--- config.mk ---
export PLATFORM = sky130hd
export DESIGN_NAME = tt_um_trish_p_risc
export DESIGN_NICKNAME = d
export VERILOG_FILES = /design/src/rtl/tt_um_trish_p_risc.sv
export SDC_FILE = /design/constraint.sdc
export NUM_CORES = 1
export LEC_CHECK = 0
export ABC_CLOCK_PERIOD_IN_PS = 4600
export BUFFER_PORTS_ARGS = -buffer_cell sky130_fd_sc_hd__clkbuf_2
export CAP_MARGIN = 40
export CELL_PAD_IN_SITES_DETAIL_PLACEMENT = 1
export CELL_PAD_IN_SITES_GLOBAL_PLACEMENT = 1
export CORE_MARGIN = 3
export CORE_UTILIZATION = 50
export CTS_BUF_LIST = sky130_fd_sc_hd__clkbuf_8
export DETAILED_ROUTE_END_ITERATION = 12
export PLACE_DENSITY_LB_ADDON = 0.1
export SYNTH_ARGS = -nofsm -noshare
export SYNTH_HDL_FRONTEND = slang
export SYNTH_SLANG_ARGS = --single-unit
--- constraint.sdc ---
create_clock -name clk -period 4.6 [get_ports clk]
set_input_delay 0.46 -clock clk [delete_from_list [all_inputs] [get_ports clk]]
set_output_delay 0.46 -clock clk [all_outputs]
set_load 0.03 [all_outputs]
--- src/rtl/tt_um_trish_p_risc.sv ---
// ---------------------------------------------------------------------------
// tt_um_trish_p_risc
//
// Tiny 8-bit accumulator RISC core with a UART bootloader, packaged as a
// TinyTapeout user macro. After reset the core waits for a length byte L on
// UART RX, stores the next L bytes (saturated to PROG_DEPTH) into program
// memory starting at address 0, then executes from PC=0 at one instruction
// per clock.
//
// Ports
//   clk      : system clock, single domain
//   rst_n    : synchronous reset, ACTIVE HIGH (asserted when rst_n=1)
//   ena      : ignored
//   ui_in    : [3] uart_rx (idle high), other bits ignored
//   uo_out   : [3:0] PC, [4] uart_tx, [5] gpio_pin, [6] halted, [7] run
//   uio_in   : ignored
//   uio_out  : accumulator A
//   uio_oe   : constant 8'hFF
//
// ISA: opcode=[7:4], imm=[3:0], n=imm[1:0]
//   0 NOP  1 LDI  2 LDH  3 ADDI 4 SUBI 5 ST  6 LD   7 ADD
//   8 AND  9 XOR  A JMP  B JZ   C OUT  D GPIO E IN  F HALT
// ---------------------------------------------------------------------------
module tt_um_trish_p_risc #(
    parameter int CLKS_PER_BIT = 87,
    parameter int PROG_DEPTH   = 16
) (
    input  logic       clk,
    input  logic       rst_n,
    input  logic       ena,
    input  logic [7:0] ui_in,
    output logic [7:0] uo_out,
    input  logic [7:0] uio_in,
    output logic [7:0] uio_out,
    output logic [7:0] uio_oe
);

    localparam int PC_W  = $clog2(PROG_DEPTH);
    localparam int LEN_W = PC_W + 1;
    localparam int CNT_W = $clog2(CLKS_PER_BIT);

    localparam logic [CNT_W-1:0] BIT_LAST  = CNT_W'(CLKS_PER_BIT - 1);
    localparam logic [CNT_W-1:0] HALF_LAST = CNT_W'(CLKS_PER_BIT / 2 - 1);
    localparam logic [LEN_W-1:0] MAX_LEN   = LEN_W'(PROG_DEPTH);

    typedef enum logic [1:0] {
        RX_IDLE,
        RX_START,
        RX_DATA,
        RX_STOP
    } rx_state_e;

    typedef enum logic [1:0] {
        ST_LOAD_LEN,
        ST_LOAD_DATA,
        ST_RUN,
        ST_HALT
    } core_state_e;

    typedef enum logic [3:0] {
        OP_NOP  = 4'h0,
        OP_LDI  = 4'h1,
        OP_LDH  = 4'h2,
        OP_ADDI = 4'h3,
        OP_SUBI = 4'h4,
        OP_ST   = 4'h5,
        OP_LD   = 4'h6,
        OP_ADD  = 4'h7,
        OP_AND  = 4'h8,
        OP_XOR  = 4'h9,
        OP_JMP  = 4'hA,
        OP_JZ   = 4'hB,
        OP_OUT  = 4'hC,
        OP_GPIO = 4'hD,
        OP_IN   = 4'hE,
        OP_HALT = 4'hF
    } op_e;

    // -----------------------------------------------------------------------
    // State declarations
    // -----------------------------------------------------------------------
    // UART RX
    logic             rx_s1_q,    rx_s1_d;
    logic             rx_s2_q,    rx_s2_d;
    logic             rx_prev_q,  rx_prev_d;
    rx_state_e        rx_state_q, rx_state_d;
    logic [CNT_W-1:0] rx_cnt_q,   rx_cnt_d;
    logic [2:0]       rx_bit_q,   rx_bit_d;
    logic [7:0]       rx_shift_q, rx_shift_d;
    logic             rx_valid_q, rx_valid_d;
    logic [7:0]       rx_data_q,  rx_data_d;

    // UART TX
    logic             tx_q,       tx_d;
    logic             tx_busy_q,  tx_busy_d;
    logic [8:0]       tx_shift_q, tx_shift_d;
    logic [3:0]       tx_bits_q,  tx_bits_d;
    logic [CNT_W-1:0] tx_cnt_q,   tx_cnt_d;
    logic             tx_load;
    logic [7:0]       tx_load_data;

    // Core
    core_state_e      state_q,    state_d;
    logic [PC_W-1:0]  pc_q,       pc_d;
    logic [7:0]       a_q,        a_d;
    logic [7:0]       r_q [4];
    logic [7:0]       r_d [4];
    logic [7:0]       mem_q [PROG_DEPTH];
    logic [7:0]       mem_d [PROG_DEPTH];
    logic [LEN_W-1:0] len_q,      len_d;
    logic [LEN_W-1:0] idx_q,      idx_d;
    logic             gpio_q,     gpio_d;
    logic             halted_q,   halted_d;
    logic             run_q,      run_d;
    logic             buf_valid_q, buf_valid_d;
    logic [7:0]       buf_q,      buf_d;

    // Instruction decode
    logic [7:0]       instr;
    op_e              op;
    logic [3:0]       imm;
    logic [1:0]       n;
    logic [PC_W-1:0]  pc_inc;

    // -----------------------------------------------------------------------
    // UART RX: 2-flop synchronizer, falling-edge start detect, mid-bit sampling
    // -----------------------------------------------------------------------
    // NOTE: every signal assigned in an always_comb gets a default first, so
    // no path leaves it unassigned and no latch is inferred.
    always_comb begin
        rx_s1_d    = ui_in[3];
        rx_s2_d    = rx_s1_q;
        rx_prev_d  = rx_s2_q;
        rx_state_d = rx_state_q;
        rx_cnt_d   = rx_cnt_q;
        rx_bit_d   = rx_bit_q;
        rx_shift_d = rx_shift_q;
        rx_valid_d = 1'b0;
        rx_data_d  = rx_data_q;

        unique case (rx_state_q)
            RX_IDLE: begin
                if (rx_prev_q && !rx_s2_q) begin
                    rx_state_d = RX_START;
                    rx_cnt_d   = '0;
                end
            end
            RX_START: begin
                // Half a bit after the edge: still low means a real start bit,
                // high means a glitch, so abandon the frame.
                if (rx_cnt_q == HALF_LAST) begin
                    rx_cnt_d = '0;
                    if (rx_s2_q) begin
                        rx_state_d = RX_IDLE;
                    end else begin
                        rx_state_d = RX_DATA;
                        rx_bit_d   = '0;
                    end
                end else begin
                    rx_cnt_d = rx_cnt_q + 1'b1;
                end
            end
            RX_DATA: begin
                if (rx_cnt_q == BIT_LAST) begin
                    rx_cnt_d   = '0;
                    rx_shift_d = {rx_s2_q, rx_shift_q[7:1]};
                    if (rx_bit_q == 3'd7) begin
                        rx_state_d = RX_STOP;
                    end else begin
                        rx_bit_d = rx_bit_q + 1'b1;
                    end
                end else begin
                    rx_cnt_d = rx_cnt_q + 1'b1;
                end
            end
            RX_STOP: begin
                if (rx_cnt_q == BIT_LAST) begin
                    rx_cnt_d   = '0;
                    rx_state_d = RX_IDLE;
                    // A low stop bit is a framing error: drop the byte.
                    if (rx_s2_q) begin
                        rx_valid_d = 1'b1;
                        rx_data_d  = rx_shift_q;
                    end
                end else begin
                    rx_cnt_d = rx_cnt_q + 1'b1;
                end
            end
            default: rx_state_d = RX_IDLE;
        endcase
    end

    // -----------------------------------------------------------------------
    // UART TX: start + 8 data (LSB first) + stop, each CLKS_PER_BIT cycles
    // -----------------------------------------------------------------------
    always_comb begin
        tx_d       = tx_q;
        tx_busy_d  = tx_busy_q;
        tx_shift_d = tx_shift_q;
        tx_bits_d  = tx_bits_q;
        tx_cnt_d   = tx_cnt_q;

        if (tx_load) begin
            tx_busy_d  = 1'b1;
            tx_d       = 1'b0;
            tx_shift_d = {1'b1, tx_load_data};
            tx_bits_d  = '0;
            tx_cnt_d   = '0;
        end else if (tx_busy_q) begin
            if (tx_cnt_q == BIT_LAST) begin
                tx_cnt_d = '0;
                // tx_bits counts completed bit periods; period 9 is the stop bit.
                if (tx_bits_q == 4'd9) begin
                    tx_busy_d = 1'b0;
                    tx_d      = 1'b1;
                end else begin
                    tx_d       = tx_shift_q[0];
                    tx_shift_d = {1'b1, tx_shift_q[8:1]};
                    tx_bits_d  = tx_bits_q + 1'b1;
                end
            end else begin
                tx_cnt_d = tx_cnt_q + 1'b1;
            end
        end
    end

    // -----------------------------------------------------------------------
    // Core: loader and execute
    // -----------------------------------------------------------------------
    assign instr  = mem_q[pc_q];
    assign op     = op_e'(instr[7:4]);
    assign imm    = instr[3:0];
    assign n      = instr[1:0];
    assign pc_inc = pc_q + 1'b1;

    always_comb begin
        state_d      = state_q;
        pc_d         = pc_q;
        a_d          = a_q;
        r_d          = r_q;
        mem_d        = mem_q;
        len_d        = len_q;
        idx_d        = idx_q;
        gpio_d       = gpio_q;
        halted_d     = halted_q;
        run_d        = run_q;
        buf_valid_d  = buf_valid_q;
        buf_d        = buf_q;
        tx_load      = 1'b0;
        tx_load_data = a_q;

        unique case (state_q)
            ST_LOAD_LEN: begin
                if (rx_valid_q) begin
                    if (rx_data_q == 8'h00) begin
                        state_d = ST_RUN;
                        run_d   = 1'b1;
                        pc_d    = '0;
                    end else begin
                        len_d   = (rx_data_q > 8'(PROG_DEPTH)) ? MAX_LEN
                                                              : LEN_W'(rx_data_q);
                        idx_d   = '0;
                        state_d = ST_LOAD_DATA;
                    end
                end
            end
            ST_LOAD_DATA: begin
                if (rx_valid_q) begin
                    mem_d[idx_q[PC_W-1:0]] = rx_data_q;
                    if (idx_q == len_q - 1'b1) begin
                        state_d = ST_RUN;
                        run_d   = 1'b1;
                        pc_d    = '0;
                    end else begin
                        idx_d = idx_q + 1'b1;
                    end
                end
            end
            ST_RUN: begin
                // Newest byte always wins the buffer; IN below may consume it
                // in the same cycle.
                if (rx_valid_q) begin
                    buf_d       = rx_data_q;
                    buf_valid_d = 1'b1;
                end
                pc_d = pc_inc;
                unique case (op)
                    OP_NOP:  ;
                    OP_LDI:  a_d = {4'h0, imm};
                    OP_LDH:  a_d = {imm, a_q[3:0]};
                    OP_ADDI: a_d = a_q + {4'h0, imm};
                    OP_SUBI: a_d = a_q - {4'h0, imm};
                    OP_ST:   r_d[n] = a_q;
                    OP_LD:   a_d = r_q[n];
                    OP_ADD:  a_d = a_q + r_q[n];
                    OP_AND:  a_d = a_q & r_q[n];
                    OP_XOR:  a_d = a_q ^ r_q[n];
                    OP_JMP:  pc_d = PC_W'(imm);
                    OP_JZ:   pc_d = (a_q == 8'h00) ? PC_W'(imm) : pc_inc;
                    OP_OUT: begin
                        if (tx_busy_q) begin
                            pc_d = pc_q;
                        end else begin
                            tx_load = 1'b1;
                        end
                    end
                    OP_GPIO: gpio_d = imm[0];
                    OP_IN: begin
                        if (rx_valid_q) begin
                            a_d         = rx_data_q;
                            buf_valid_d = 1'b0;
                        end else if (buf_valid_q) begin
                            a_d         = buf_q;
                            buf_valid_d = 1'b0;
                        end else begin
                            pc_d = pc_q;
                        end
                    end
                    OP_HALT: begin
                        pc_d     = pc_q;
                        state_d  = ST_HALT;
                        halted_d = 1'b1;
                    end
                    default: ;
                endcase
            end
            ST_HALT: ;
            default: state_d = ST_LOAD_LEN;
        endcase
    end

    // -----------------------------------------------------------------------
    // State registers (synchronous, active-high reset on rst_n)
    // -----------------------------------------------------------------------
    // NOTE: sequential state uses non-blocking assignments so every flop
    // samples its _d value from before the edge, independent of statement order.
    always_ff @(posedge clk) begin
        if (rst_n) begin
            rx_s1_q     <= 1'b1;
            rx_s2_q     <= 1'b1;
            rx_prev_q   <= 1'b1;
            rx_state_q  <= RX_IDLE;
            rx_cnt_q    <= '0;
            rx_bit_q    <= '0;
            rx_shift_q  <= '0;
            rx_valid_q  <= 1'b0;
            rx_data_q   <= '0;
            tx_q        <= 1'b1;
            tx_busy_q   <= 1'b0;
            tx_shift_q  <= '1;
            tx_bits_q   <= '0;
            tx_cnt_q    <= '0;
            state_q     <= ST_LOAD_LEN;
            pc_q        <= '0;
            a_q         <= '0;
            r_q         <= '{default: '0};
            // NOTE: program memory is reset on purpose: unloaded bytes must
            // read as NOP, so this array is flops rather than an SRAM macro.
            mem_q       <= '{default: '0};
            len_q       <= '0;
            idx_q       <= '0;
            gpio_q      <= 1'b0;
            halted_q    <= 1'b0;
            run_q       <= 1'b0;
            buf_valid_q <= 1'b0;
            buf_q       <= '0;
        end else begin
            rx_s1_q     <= rx_s1_d;
            rx_s2_q     <= rx_s2_d;
            rx_prev_q   <= rx_prev_d;
            rx_state_q  <= rx_state_d;
            rx_cnt_q    <= rx_cnt_d;
            rx_bit_q    <= rx_bit_d;
            rx_shift_q  <= rx_shift_d;
            rx_valid_q  <= rx_valid_d;
            rx_data_q   <= rx_data_d;
            tx_q        <= tx_d;
            tx_busy_q   <= tx_busy_d;
            tx_shift_q  <= tx_shift_d;
            tx_bits_q   <= tx_bits_d;
            tx_cnt_q    <= tx_cnt_d;
            state_q     <= state_d;
            pc_q        <= pc_d;
            a_q         <= a_d;
            r_q         <= r_d;
            mem_q       <= mem_d;
            len_q       <= len_d;
            idx_q       <= idx_d;
            gpio_q      <= gpio_d;
            halted_q    <= halted_d;
            run_q       <= run_d;
            buf_valid_q <= buf_valid_d;
            buf_q       <= buf_d;
        end
    end

    // -----------------------------------------------------------------------
    // Outputs
    // -----------------------------------------------------------------------
    assign uo_out  = {run_q, halted_q, gpio_q, tx_q, 4'(pc_q)};
    assign uio_out = a_q;
    assign uio_oe  = 8'hFF;

    // Pins the macro wrapper provides but this design does not use.
    logic unused_inputs;
    assign unused_inputs = &{1'b0, ena, uio_in, ui_in[7:4], ui_in[2:0]};

endmodule

## Word-level counts from Yosys, hierarchy flattened

Cells that the tools add are included.

| storage, ports and cells | value |
|---|---|
| ROM bits | 0 |
| input bits | 19 |
| memories | 0 |
| memory bits (writable) | 0 |
| register bits after elaboration | 249 |
| bits in latches | 0 |
| output and inout bits | 24 |
| word-level logic and storage cells | 232 |

| cells by class | value |
|---|---|
| multipliers | 0 |
| reduce and logical (&&, ||, !) cells | 37 |
| $lt $le $gt $ge | 6 |
| divide/modulo/power cells | 0 |
| add/sub/neg operators | 10 |
| bitwise operators | 10 |
| equal/unequal tests | 45 |
| shifts and indexed selects | 0 |
| mux-type cells | 79 |

Operator list:

| kind | number |
|---|---|
| $bwmux W128 | 1 |
| $mux W8 | 12 |
| $pmux W8 S9 | 1 |
| $eq A4 B4 Y1 const B | 9 |
| $bmux W8 S4 | 1 |
| $bwmux W32 | 1 |
| $demux W8 S4 | 1 |
| $mux W4 | 8 |
| $ne A2 B2 Y1 const B | 15 |
| $mux W7 | 4 |
| $mux W5 | 5 |
| $reduce_and A5 Y1 | 5 |
| $mux W2 | 11 |
| $pmux W7 S3 | 1 |
| $mux W1 | 20 |
| $pmux W4 S5 | 1 |
| $bmux W8 S2 | 1 |
| $demux W8 S2 | 1 |
| $eq A4 B3 Y1 const B | 4 |
| $logic_not A8 Y1 | 2 |
| $reduce_and A3 Y1 | 5 |
| $add A7 B1 Y7 const B | 2 |
| $eq A7 B7 Y1 const B | 2 |
| $reduce_and A2 Y1 | 7 |
| other kinds (45) | 67 |

## Logic depth before layout (Yosys ltp)

Gate-level depths: netlist of run 1.

| depth | value |
|---|---|
| depth in word-level cells | 10 |
| mapped depth | 23 |
| depth with buffers taken out | 19 |

## Worst setup path after synthesis of run 1

No wires, ideal clock.

| timing | value |
|---|---|
| path kind | register to register |
| start point | register pc_q[0] |
| end point | register a_q[7] (netlist: uio_out[7]) |
| stages on the path, launching flop included | 21 |
| setup time | 0.087 ns |
| clock period less this slack | 4.404 ns |
| setup slack | 0.196 ns |
| data required time | 4.513 ns |
| buffers on the path | 4 |
| arrival time | 4.316 ns |
| path through | dfxtp_1 > buf_6 > buf_8 > buf_8 > mux4_2 > a22o_1 > a221oi_4 > inv_2 > buf_4 > nor3_1 > ha_1 > nand2_1 > o221ai_1 > ha_1 > a21boi_0 > o21ai_0 > nand2b_1 > a31oi_1 > xnor2_1 > xnor2_1 > o31ai_1 |

| on the way | value |
|---|---|
| longest elaborated chain between the ends | 10 |
| elaborated cells on any way between the ends | 26 |
| classes of those cells | 3 x add/sub; 10 x eq/ne; 7 x mux; 4 x bitwise; 2 x reduce/logical |

RTL lines:

| element | line | RTL |
|---|---|---|
| start: declaration | 104 | `logic [PC_W-1:0] pc_q, pc_d;` |
| start signal: assignment | 383 | `pc_q <= pc_d;` |
| $not A4 Y5 (not written as such) * | 230 | `assign instr = mem_q[pc_q];` |
| $bmux W8 S4 * | 230 |  |
| $mux W8 (not written as such) * (2 in series) | 230 |  |
| via instr[0] | 119 | `logic [7:0] instr;` |
| $not A2 Y3 (not written as such) | - |  |
| $bmux W8 S2 | - |  |
| $mux W8 (not written as such) (2 in series) | - |  |
| $add A8 B8 Y8 (tied with other cells) | 295 | `OP_ADD: a_d = a_q + r_q[n];` |
| $pmux W8 S9 * | 287 | `unique case (op)` |
| end signal: assignment | 355 | `a_q <= '0;` |
| end signal: assignment | 384 | `a_q <= a_d;` |
| end: declaration | 105 | `logic [7:0] a_q, a_d;` |

The timed path passes the listed nets; every way through them passes the cells marked *. The select of a mux whose other input is x is not followed.
A chain may end at the register's enable or synchronous reset.

## Worst setup path after layout of run 1

| timing | value |
|---|---|
| start point | register pc_q[0] |
| end point | register a_q[6] (netlist: uio_out[6]) |

| on the way | value |
|---|---|
| longest elaborated chain between the ends | 10 |
| elaborated cells on any way between the ends | 26 |
| classes of those cells | 3 x add/sub; 10 x eq/ne; 7 x mux; 4 x bitwise; 2 x reduce/logical |

RTL lines:

| element | line |
|---|---|
| $not A4 Y5 (not written as such) * | 230 |
| $bmux W8 S4 * | 230 |
| $mux W8 (not written as such) * (2 in series) | 230 |
| $not A2 Y3 (not written as such) | - |
| $bmux W8 S2 | - |
| $mux W8 (not written as such) (2 in series) | - |
| $add A8 B8 Y8 (tied with other cells) | 295 |
| $pmux W8 S9 | 287 |

Mark *: on every way between the ends. The rest lies on a longest branch, timed or not. The select of a mux whose other input is x is not followed.

==> metrics.txt, run 1 <==
status=finished, final reports clean; Clock Skew=0.0256 ns; Std-Cell Rows=56; Top FF cell, synth=dfxtp_1; hold crit path type=in2reg; Cell Int Power=0.00336 W; routing usage on met1=0.336; final core occ=0.582; CTS max path bufs=3; vias=9832; I/O Pins=43; All-Layer GR Usage=0.259; Die X=163 um; combinational share of power=0.030; Placement Cell Area=12900 um2; Final setup viols=0; share of the synthesized area in the top cell type=0.402; Seq pwr share=0.494; core footprint=23900 um2; syn avg cell area=9.35 um2; global placement routability congestion=0.857; CTS sink cnt=249; Finished Cell Area=13900 um2; Slew headroom=0.422; clock root buffer=clkbuf_8; area of the die=26700 um2; Max-Cap Viols=0; ant diodes=0; hold slack=0.0961 ns; area grow syn2layout=12.2%; Crit. End Element=register; crit-path leading delay family=compound AO/OA/AOI/OAI gates; CTS clk-pin slew, worst paths=0.07 ns; sequential share of the synthesized area=0.402; Fillers=2735; Worst Min Path Start=ui_in[3]; FFs w/ async S/R, synth=0; Switching Share=0.235; Top Usage Layer GRT=met2; drt initial violations=570; CP max FO=11; CP max stage delay=0.54 ns; CTS H-tree depth=2; # port buffers=18; latest clock arrival within the worst-skew pair=0.56 ns; Num CTS Buffers=45; post-route insts no fill=1709; largest net degree at the start of global routing=64; Final #Nets=1416; Synth area leaders=dfxtp_1 40%, mux2i_1 14%, nor2_1 7.0%; Critical Path Source=pc_q[0]; vias per cell=5.75; Distinct cells, synth=78; Tcrit/Tclk final=0.924; Worst setup SP type=register; initial antenna violation count=0; CP dominant cell by count=o21ai_0; Syn Inst Count=1325; Net Switching=0.00103 W; cells along the critical path=buf_12 -> mux4_2 -> a22o_1 -> a221oi_4 -> inv_2 -> buf_4 -> a32oi_2 -> nand2_1 -> o21ai_0 -> ha_1 -> inv_1 -> fa_1 -> nor2b_1 -> o21ai_0 -> nand2b_1 -> a21o_1 -> a21oi_1 -> xor2_1 -> o211a_1 -> o21ai_1; Clk network pwr share=0.476; vias in the first global route=10.3k; f_max=235 MHz; Initial Utilization=0.519; Final Slew Violations=0; DR WL/cell=20.1 um; dpl cells=1623; DRC errors left=0; TritonRoute pass-1 iters=5; worst ir drop on vdd=0.295 mV; crit path kind=reg2reg; Arrival @ worst endpoint=4.73 ns; Final Power=0.00439 W; met3 usage=0.0365; Lkg Pwr=5.46 nW; reg-to-reg startpoint=pc_q[0]; area leader, netlist=dfxtp_1; EDFF count, synth=0; layout cells sized above 1=0.158; Hold Vio Cnt, Final=0; CP Data Required Time=5.08 ns; Worst path slowest cell=mux4_2; pwr/cell area=316 nW/um2; synthesized area=12400 um2; Synth Register Bits=249; Routed Antenna Nets=0; HPWL Detailed=23.2 mm; first-pass GRT wire length=55.6 mm; worst-margin pin slew=0.865 ns; WP buf/inv=4; CTS tree=yes; Final min period=4.25 ns; Warnings, synthesis=0; grt ovf=0; overall die height=163 um; final wirelength=34.4 mm; GR met2 Demand/Resource=0.449
stage by stage:
| step | TNS (ns) | setup slack [ns] |
|---|---|---|
| 2_1_floorplan | 0 | 0.196 |
| 3_3_place_gp | 0 | 0.266 |
| 3_5_place_dp | 0 | 0.202 |
| 4_1_cts | 0 | 0.183 |
| 5_1_grt | -0.00215 | -0.00215 |
| 6_report | 0 | 0.349 |
power by group through the flow:
stage / clock network, W / logic [W] / registers (W)
global route: 0.00226 / 0.000147 / 0.00217
CTS: 0.00214 / 0.000133 / 0.00217
detailed placement: 0 / 0.000132 / 0.00222
floorplan: 0 / 0.000105 / 0.00222
finish: 0.00209 / 0.000133 / 0.00217
global placement: 0 / 0.000124 / 0.00222
cells in the final DEF, fill, tap and decap left out, types with 13 or more instances in the layout:
cell        n
dfxtp_1   248
nor2_1    231
mux2i_1   174
nand2_1    93
a21oi_1    63
clkbuf_8   60
buf_4      54
inv_1      49
nand3_1    48
ha_1       39
mux4_2     33
o21ai_0    32
clkbuf_2   17
xor2_1     16
nor3_1     13
registers in the layout (all words and copies together), names as in the netlist, 5 cells and up, named ones only:
signal,count
mem_q,128
r_q,32
buf_q,8
rx_data_q,8
rx_shift_q,8
tx_shift_q,8
uio_out,8
rx_cnt_q,7
tx_cnt_q,7
idx_q,5
len_q,5
cell type report:
class / count / area, um2 / share of cell area
Timing Repair Buffer: 80 / 628 / 0.0452
Clock inverter: 20 / 85.1 / 0.00612
Multi-Input combinational cell: 946 / 6830 / 0.492
Clock buffer: 60 / 826 / 0.0594
Tap cell: 319 / 399 / 0.0287
Sequential cell: 249 / 4990 / 0.359
Inverter: 35 / 135 / 0.00972
per-layer routing:
| layer | share of wire | vias up |
|---|---|---|
| li1 | - | 4719 |
| met4 | 0.021 | 0 |
| met2 | 0.49 | 122 |
| met5 | 0 | - |
| met1 | 0.46 | 4935 |
| met3 | 0.030 | 56 |
synthesized netlist by cell type, types with 7 or more instances:
master	number
a21o_1	7
a21oi_1	64
a221oi_1	12
a22oi_1	8
buf_2	7
buf_4	17
clkbuf_1	70
dfxtp_1	249
ha_1	39
inv_1	33
mux2i_1	174
mux4_2	33
nand2_1	93
nand2b_1	10
nand3_1	48
nand4_1	7
nor2_1	231
nor2b_1	8
nor3_1	13
nor4_1	8
o21ai_0	32
o22ai_1	10
or2_2	8
or3_1	8
xnor2_1	8
xor2_1	16
timing repair:
item	in CTS	in global routing
hold buffers	0	0
gates resized for setup	0	7
endpoints found under the setup margin	0	3
setup buffers	0	6
cell families (layout without fill, tap and decap cells):
kind of cell	count (synthesis)	in the layout	synth area share
other cells	1	8	0.000303
compound gates	197	197	0.114
xor+xnor	24	24	0.0170
flops	249	249	0.402
buf+inv	137	195	0.0504
mux	214	214	0.207
fa+ha+maj	40	40	0.0410
simple gates	463	463	0.168
path summary, 6_finish.rpt:
check | endpoint | slack, ns | cells past startpoint
hold / removal | rx_s1_q | 0.1 | 2
setup / recovery | uio_out[6] | 0.35 | 20
hold reg to reg | rx_prev_d | 0.43 | 1
setup reg to reg | uio_out[6] | 0.35 | 20
Note: power is estimated with default switching activity, not from simulation.
==> inputs of run 2 (changes only) <==
--- a/config.mk
+++ b/config.mk
@@ -15,6 +15,7 @@
 export CTS_BUF_LIST = sky130_fd_sc_hd__clkbuf_8
 export DETAILED_ROUTE_END_ITERATION = 12
 export PLACE_DENSITY_LB_ADDON = 0.1
+export REMOVE_ABC_BUFFERS = 1
 export SYNTH_ARGS = -nofsm -noshare
 export SYNTH_HDL_FRONTEND = slang
 export SYNTH_SLANG_ARGS = --single-unit
==> metrics.txt, run 2 (synthesis results as in run 1) <==
initial antenna violation count=0 (unchanged); layout cells sized above 1=0.149 (was 0.158); crit path kind=reg2reg (unchanged); worst-margin pin slew=0.885 ns (was 0.865 ns); clock root buffer=clkbuf_8 (unchanged); latest clock arrival within the worst-skew pair=0.56 ns (about the same); Slew headroom=0.409 (was 0.422); Worst setup SP type=register (unchanged); Max-Cap Viols=0 (unchanged); Routed Antenna Nets=0 (unchanged); Final min period=4.35 ns (was 4.25 ns); first-pass GRT wire length=54.1 mm (was 55.6 mm); core footprint=23900 um2 (unchanged); post-route insts no fill=1695 (was 1709); DRC errors left=0 (unchanged); Fillers=2738 (was 2735); Num CTS Buffers=43 (was 45); Std-Cell Rows=56 (unchanged); area grow syn2layout=10.4% (was 12.2%); pwr/cell area=306 nW/um2 (was 316 nW/um2); I/O Pins=43 (unchanged); All-Layer GR Usage=0.252 (was 0.259); grt ovf=0 (unchanged); CTS clk-pin slew, worst paths=0.06 ns (was 0.07 ns); Initial Utilization=0.519 (unchanged); metal3 WL=1.27 mm (was 1.01 mm); # port buffers=18 (unchanged); drt initial violations=588 (was 570); Largest register FFs=128 (unchanged); Hold Vio Cnt, Final=0 (unchanged); Lkg Pwr=5.36 nW (was 5.46 nW); CP max FO=10 (was 11); overall die height=163 um (unchanged); final core occ=0.573 (was 0.582); hold crit path type=in2reg (unchanged); area of the die=26700 um2 (unchanged); HPWL Detailed=22.9 mm (was 23.2 mm); metal2 WL=16.1 mm (was 17.0 mm); Top reg by flops=mem_q (unchanged); final setup margin=0.252 ns (was 0.349 ns); worst ir drop on vdd=0.255 mV (was 0.295 mV); global placement routability congestion=0.902 (was 0.857); met1 wire length=15.4 mm (was 15.7 mm); commonest non-fill, non-tap cells in the layout=248 x dfxtp_1, 231 x nor2_1, 174 x mux2i_1 (unchanged); largest net degree at the start of global routing=96 (was 64); DP Worst Slack=0.146 ns (was 0.202 ns); Tcrit/Tclk final=0.945 (was 0.924); vias per cell=5.77 (was 5.75); Regs by FF count=mem_q (128), r_q (32) (unchanged); Final Slew Violations=0 (unchanged); Final setup viols=0 (unchanged); Arrival @ worst endpoint=4.82 ns (was 4.73 ns); Clock Skew=0.0142 ns (was 0.0256 ns); DR top layer=met4 (unchanged); DR WL/cell=19.8 um (was 20.1 um); f_max=230 MHz (was 235 MHz); CTS max path bufs=3 (unchanged); Final #Nets=1409 (was 1416); TritonRoute pass-1 iters=5 (unchanged); status=finished, final reports clean (unchanged); final wirelength=33.5 mm (was 34.4 mm); vias in the first global route=9994 (was 10.3k); Die X=163 um (unchanged); CTS sink cnt=249 (unchanged); commonest non-fill, non-tap cell in the layout=dfxtp_1 (unchanged); CTS H-tree depth=2 (unchanged); CTS tree=yes (unchanged); dpl cells=1624 (was 1623); ant diodes=0 (unchanged); CP Data Required Time=5.07 ns (was 5.08 ns); Crit. End Element=register (unchanged); vias=9787 (was 9832)
-- run 2: cell types whose count changed in the layout (fill, tap and decap cells not counted), moves of 2 or more --
| cell | previous run | this run |
|---|---|---|
| buf_12 | 3 | 1 |
| clkinv_2 | 1 | 3 |
| o22ai_2 | 2 | 0 |
| clkinvlp_4 | 2 | 0 |
| buf_6 | 4 | 2 |
| clkbuf_8 | 60 | 50 |
| o22ai_1 | 8 | 10 |
-- run 2: layout make-up --
class                   count  area [um2]  area share
flip-flops and latches    249        4990       0.365
repair buffers             75         546      0.0399
clock inverters            21        92.6     0.00677
clock buffers              50         688      0.0503
multi-input cells         946        6830       0.500
inverters                  35         131     0.00960
well taps                 319         399      0.0292
-- run 2: per-layer routing --
layer / up-vias / GRT usage
li1: 4688 / -
met1: 4873 / 0.334
met2: 173 / 0.429
met3: 53 / 0.0434
met4: 0 / 0.0669
met5: - / 0
-- run 2: final timing paths --
kind	to	cells after the start	slack (ns)	from
max	uio_out[7]	17	0.25	pc_q[2]
min	rx_s1_q	2	0.08	ui_in[3]
min reg2reg	rx_prev_d	1	0.41	rx_s1_q
max reg2reg	uio_out[7]	17	0.25	pc_q[2]
-- run 2: through the flow --
stage          power (W)  hold slack (ns)  area, um2  TNS [ns]
2_1_floorplan    0.00228            0.389      11900     -6.37
3_3_place_gp     0.00234            0.391      12800         0
3_5_place_dp     0.00234            0.400      12900         0
4_1_cts          0.00423           0.0627      13600         0
5_1_grt          0.00436           0.0587      13700   -0.0461
6_report         0.00418           0.0826      13700         0
-- run 2: worst max-delay path, cell delays in order (launching register included) --
cell      delay [ns]
dfxtp_1         0.54
buf_4           0.26
nor2b_1         0.60
a221oi_4        0.17
nor2_1          0.35
nand2_1         0.19
o21ai_1         0.20
o22ai_1         0.15
a21oi_2         0.20
ha_1            0.30
a21oi_1         0.20
a21boi_0        0.13
o21ai_0         0.16
nand2b_1        0.12
a31oi_1         0.23
xnor2_1         0.10
xnor2_1         0.15
o31ai_1         0.20
-- run 2: repair_timing --
action / 4_1_cts / 5_1_grt
hold buffers: 0 / 0
endpoints found under the setup margin: 0 / 4
gates resized for setup: 0 / 9
setup buffers: 0 / 0
-- run 2: where the power goes --
| part | switching (W) | total [W] | internal, W |
|---|---|---|---|
| registers | 0.00000613 | 0.00217 | 0.00216 |
| clock network | 0.000904 | 0.00189 | 0.000983 |
| logic | 0.0000946 | 0.000127 | 0.0000326 |
| total | 0.00100 | 0.00418 | 0.00318 |
==> inputs of run 3 (changes only) <==
--- a/config.mk
+++ b/config.mk
@@ -5,7 +5,7 @@
 export SDC_FILE = /design/constraint.sdc
 export NUM_CORES = 1
 export LEC_CHECK = 0
-export ABC_CLOCK_PERIOD_IN_PS = 4600
+export ABC_CLOCK_PERIOD_IN_PS = 4290
 export BUFFER_PORTS_ARGS = -buffer_cell sky130_fd_sc_hd__clkbuf_2
 export CAP_MARGIN = 40
 export CELL_PAD_IN_SITES_DETAIL_PLACEMENT = 1
==> constraint.sdc (replaced) <==
create_clock -name clk -period 4.29 [get_ports clk]
set_input_delay 0.429 -clock clk [delete_from_list [all_inputs] [get_ports clk]]
set_output_delay 0.429 -clock clk [all_outputs]
set_load 0.03 [all_outputs]
==> metrics.txt, run 3 (synthesis results as in run 1) <==
grt ovf=0 (unchanged); Largest register FFs=128 (unchanged); Arrival @ worst endpoint=4.58 ns (was 4.82 ns); area of the die=26700 um2 (unchanged); initial antenna violation count=0 (unchanged); Placement Cell Area=13000 um2 (was 12900 um2); ant diodes=0 (unchanged); Crit. End Element=register (unchanged); Initial Utilization=0.519 (unchanged); drt initial violations=620 (was 588); vias=9942 (was 9787); f_max=243 MHz (was 230 MHz); crit path kind=reg2reg (unchanged); latest clock arrival within the worst-skew pair=0.57 ns (was 0.56 ns); FF-to-FF path depth=19 (was 17); final wirelength=34.8 mm (was 33.5 mm); Sequential Area=4990 um2 (unchanged); Final #Nets=1429 (was 1409); Clock Skew=0.0290 ns (was 0.0142 ns); CTS sink cnt=249 (unchanged); core footprint=23900 um2 (unchanged); post-route setup TNS=0 ns (unchanged); Worst setup SP type=register (unchanged); CTS clk-pin slew, worst paths=0.07 ns (was 0.06 ns); Finished Cell Area=14000 um2 (was 13700 um2); Routed Antenna Nets=0 (unchanged); area grow syn2layout=13.3% (was 10.4%); Hold Vio Cnt, Final=0 (unchanged); hold slack=0.0487 ns (was 0.0826 ns); status=finished, final reports clean (unchanged); hold crit path type=in2reg (unchanged); Regs by FF count=mem_q (128), r_q (32) (unchanged); post-route insts no fill=1721 (was 1695); commonest non-fill, non-tap cell in the layout=dfxtp_1 (unchanged); DR WL/cell=20.2 um (was 19.8 um); vias in the first global route=10.5k (was 9994); Tcrit/Tclk final=0.958 (was 0.945); first-pass GRT wire length=56.4 mm (was 54.1 mm); Fillers=2716 (was 2738); pwr/cell area=334 nW/um2 (was 306 nW/um2); vias per cell=5.78 (was 5.77); overall die height=163 um (unchanged); largest net degree at the start of global routing=126 (was 96); Max-Cap Viols=0 (unchanged); DRC errors left=0 (unchanged); CP Data Required Time=4.76 ns (was 5.07 ns); Die X=163 um (unchanged); # port buffers=18 (unchanged); Lkg Pwr=5.55 nW (was 5.36 nW); Final Slew Violations=0 (unchanged); Top reg by flops=mem_q (unchanged); dpl cells=1634 (was 1624); global placement routability congestion=0.853 (was 0.902); layout cells sized above 1=0.170 (was 0.149); Final min period=4.11 ns (was 4.35 ns); Num CTS Buffers=44 (was 43); worst ir drop on vdd=0.275 mV (was 0.255 mV); Std-Cell Rows=56 (unchanged); Final setup viols=0 (unchanged); TritonRoute pass-1 iters=5 (unchanged); CTS max path bufs=3 (unchanged); CTS H-tree depth=2 (unchanged); All-Layer GR Usage=0.262 (was 0.252); worst-margin pin slew=0.885 ns (about the same); HPWL Detailed=23.0 mm (was 22.9 mm); Final Power=0.00469 W (was 0.00418 W); I/O Pins=43 (unchanged); CP max FO=6 (was 10); CTS tree=yes (unchanged); Slew headroom=0.410 (was 0.409); area of the multi-input gates=6890 um2 (was 6830 um2); WHS Path Cells=2 (unchanged); clock root buffer=clkbuf_8 (unchanged); commonest non-fill, non-tap cells in the layout=248 x dfxtp_1, 231 x nor2_1, 174 x mux2i_1 (unchanged)
==> run 3: final cells by class <==
class	instances	share of cell area
Inverter	35	0.00954
Multi-Input combinational cell	946	0.491
Tap cell	319	0.0284
Clock buffer	56	0.0549
Sequential cell	249	0.355
Clock inverter	22	0.00891
Timing Repair Buffer	94	0.0517
==> run 3: critical path, stage by stage (launching register included) <==
cell      delay, ns
dfxtp_4        0.42
buf_8          0.15
mux4_2         0.50
a22o_4         0.28
a221oi_4       0.24
inv_2          0.11
a21oi_1        0.14
a32o_1         0.22
inv_1          0.08
o22ai_1        0.20
a21oi_2        0.08
ha_1           0.34
a21oi_2        0.21
a21boi_2       0.09
o21ai_1        0.15
nand2b_1       0.13
a31oi_2        0.20
xnor2_1        0.10
xnor2_1        0.15
o31ai_1        0.20
==> run 3: through the flow <==
step                utilization  setup slack [ns]
global route              0.588           -0.0317
global placement          0.539            0.0671
detailed placement        0.543           -0.0170
CTS                       0.581            0.0300
floorplan                     -             -1.30
finish                    0.588             0.181
==> run 3: where the power goes <==
group | internal (W) | leakage [nW] | total, W | switching (W)
Clock | 0.00123 | 0.529 | 0.00223 | 0.000995
Combinational | 0.0000368 | 3.01 | 0.000138 | 0.000101
Sequential | 0.00232 | 2.01 | 0.00233 | 0.00000666
Total | 0.00359 | 5.55 | 0.00469 | 0.00110
==> run 3: what timing repair did <==
item                                    4_1_cts  5_1_grt
hold buffers                                  0        0
gates resized for setup                       7       19
pin swaps                                     0        4
buffers inserted                              0        9
cloned                                        0        0
endpoints found under the setup margin        4        4
==> run 3: worst paths after layout <==
check	start	endpoint	slack (ns)
min	ui_in[3]	rx_s1_q	0.05
max	pc_q[0]	uio_out[7]	0.18
max reg2reg	pc_q[0]	uio_out[7]	0.18
min reg2reg	rx_s1_q	rx_prev_d	0.42
==> run 3: per-layer routing <==
| layer | part of all wire | up-vias | global-route usage |
|---|---|---|---|
| li1 | - | 4734 | - |
| met5 | 0 | - | 0 |
| met1 | 0.45 | 4933 | 0.340 |
| met3 | 0.038 | 64 | 0.0373 |
| met4 | 0.023 | 0 | 0.0788 |
| met2 | 0.49 | 211 | 0.454 |
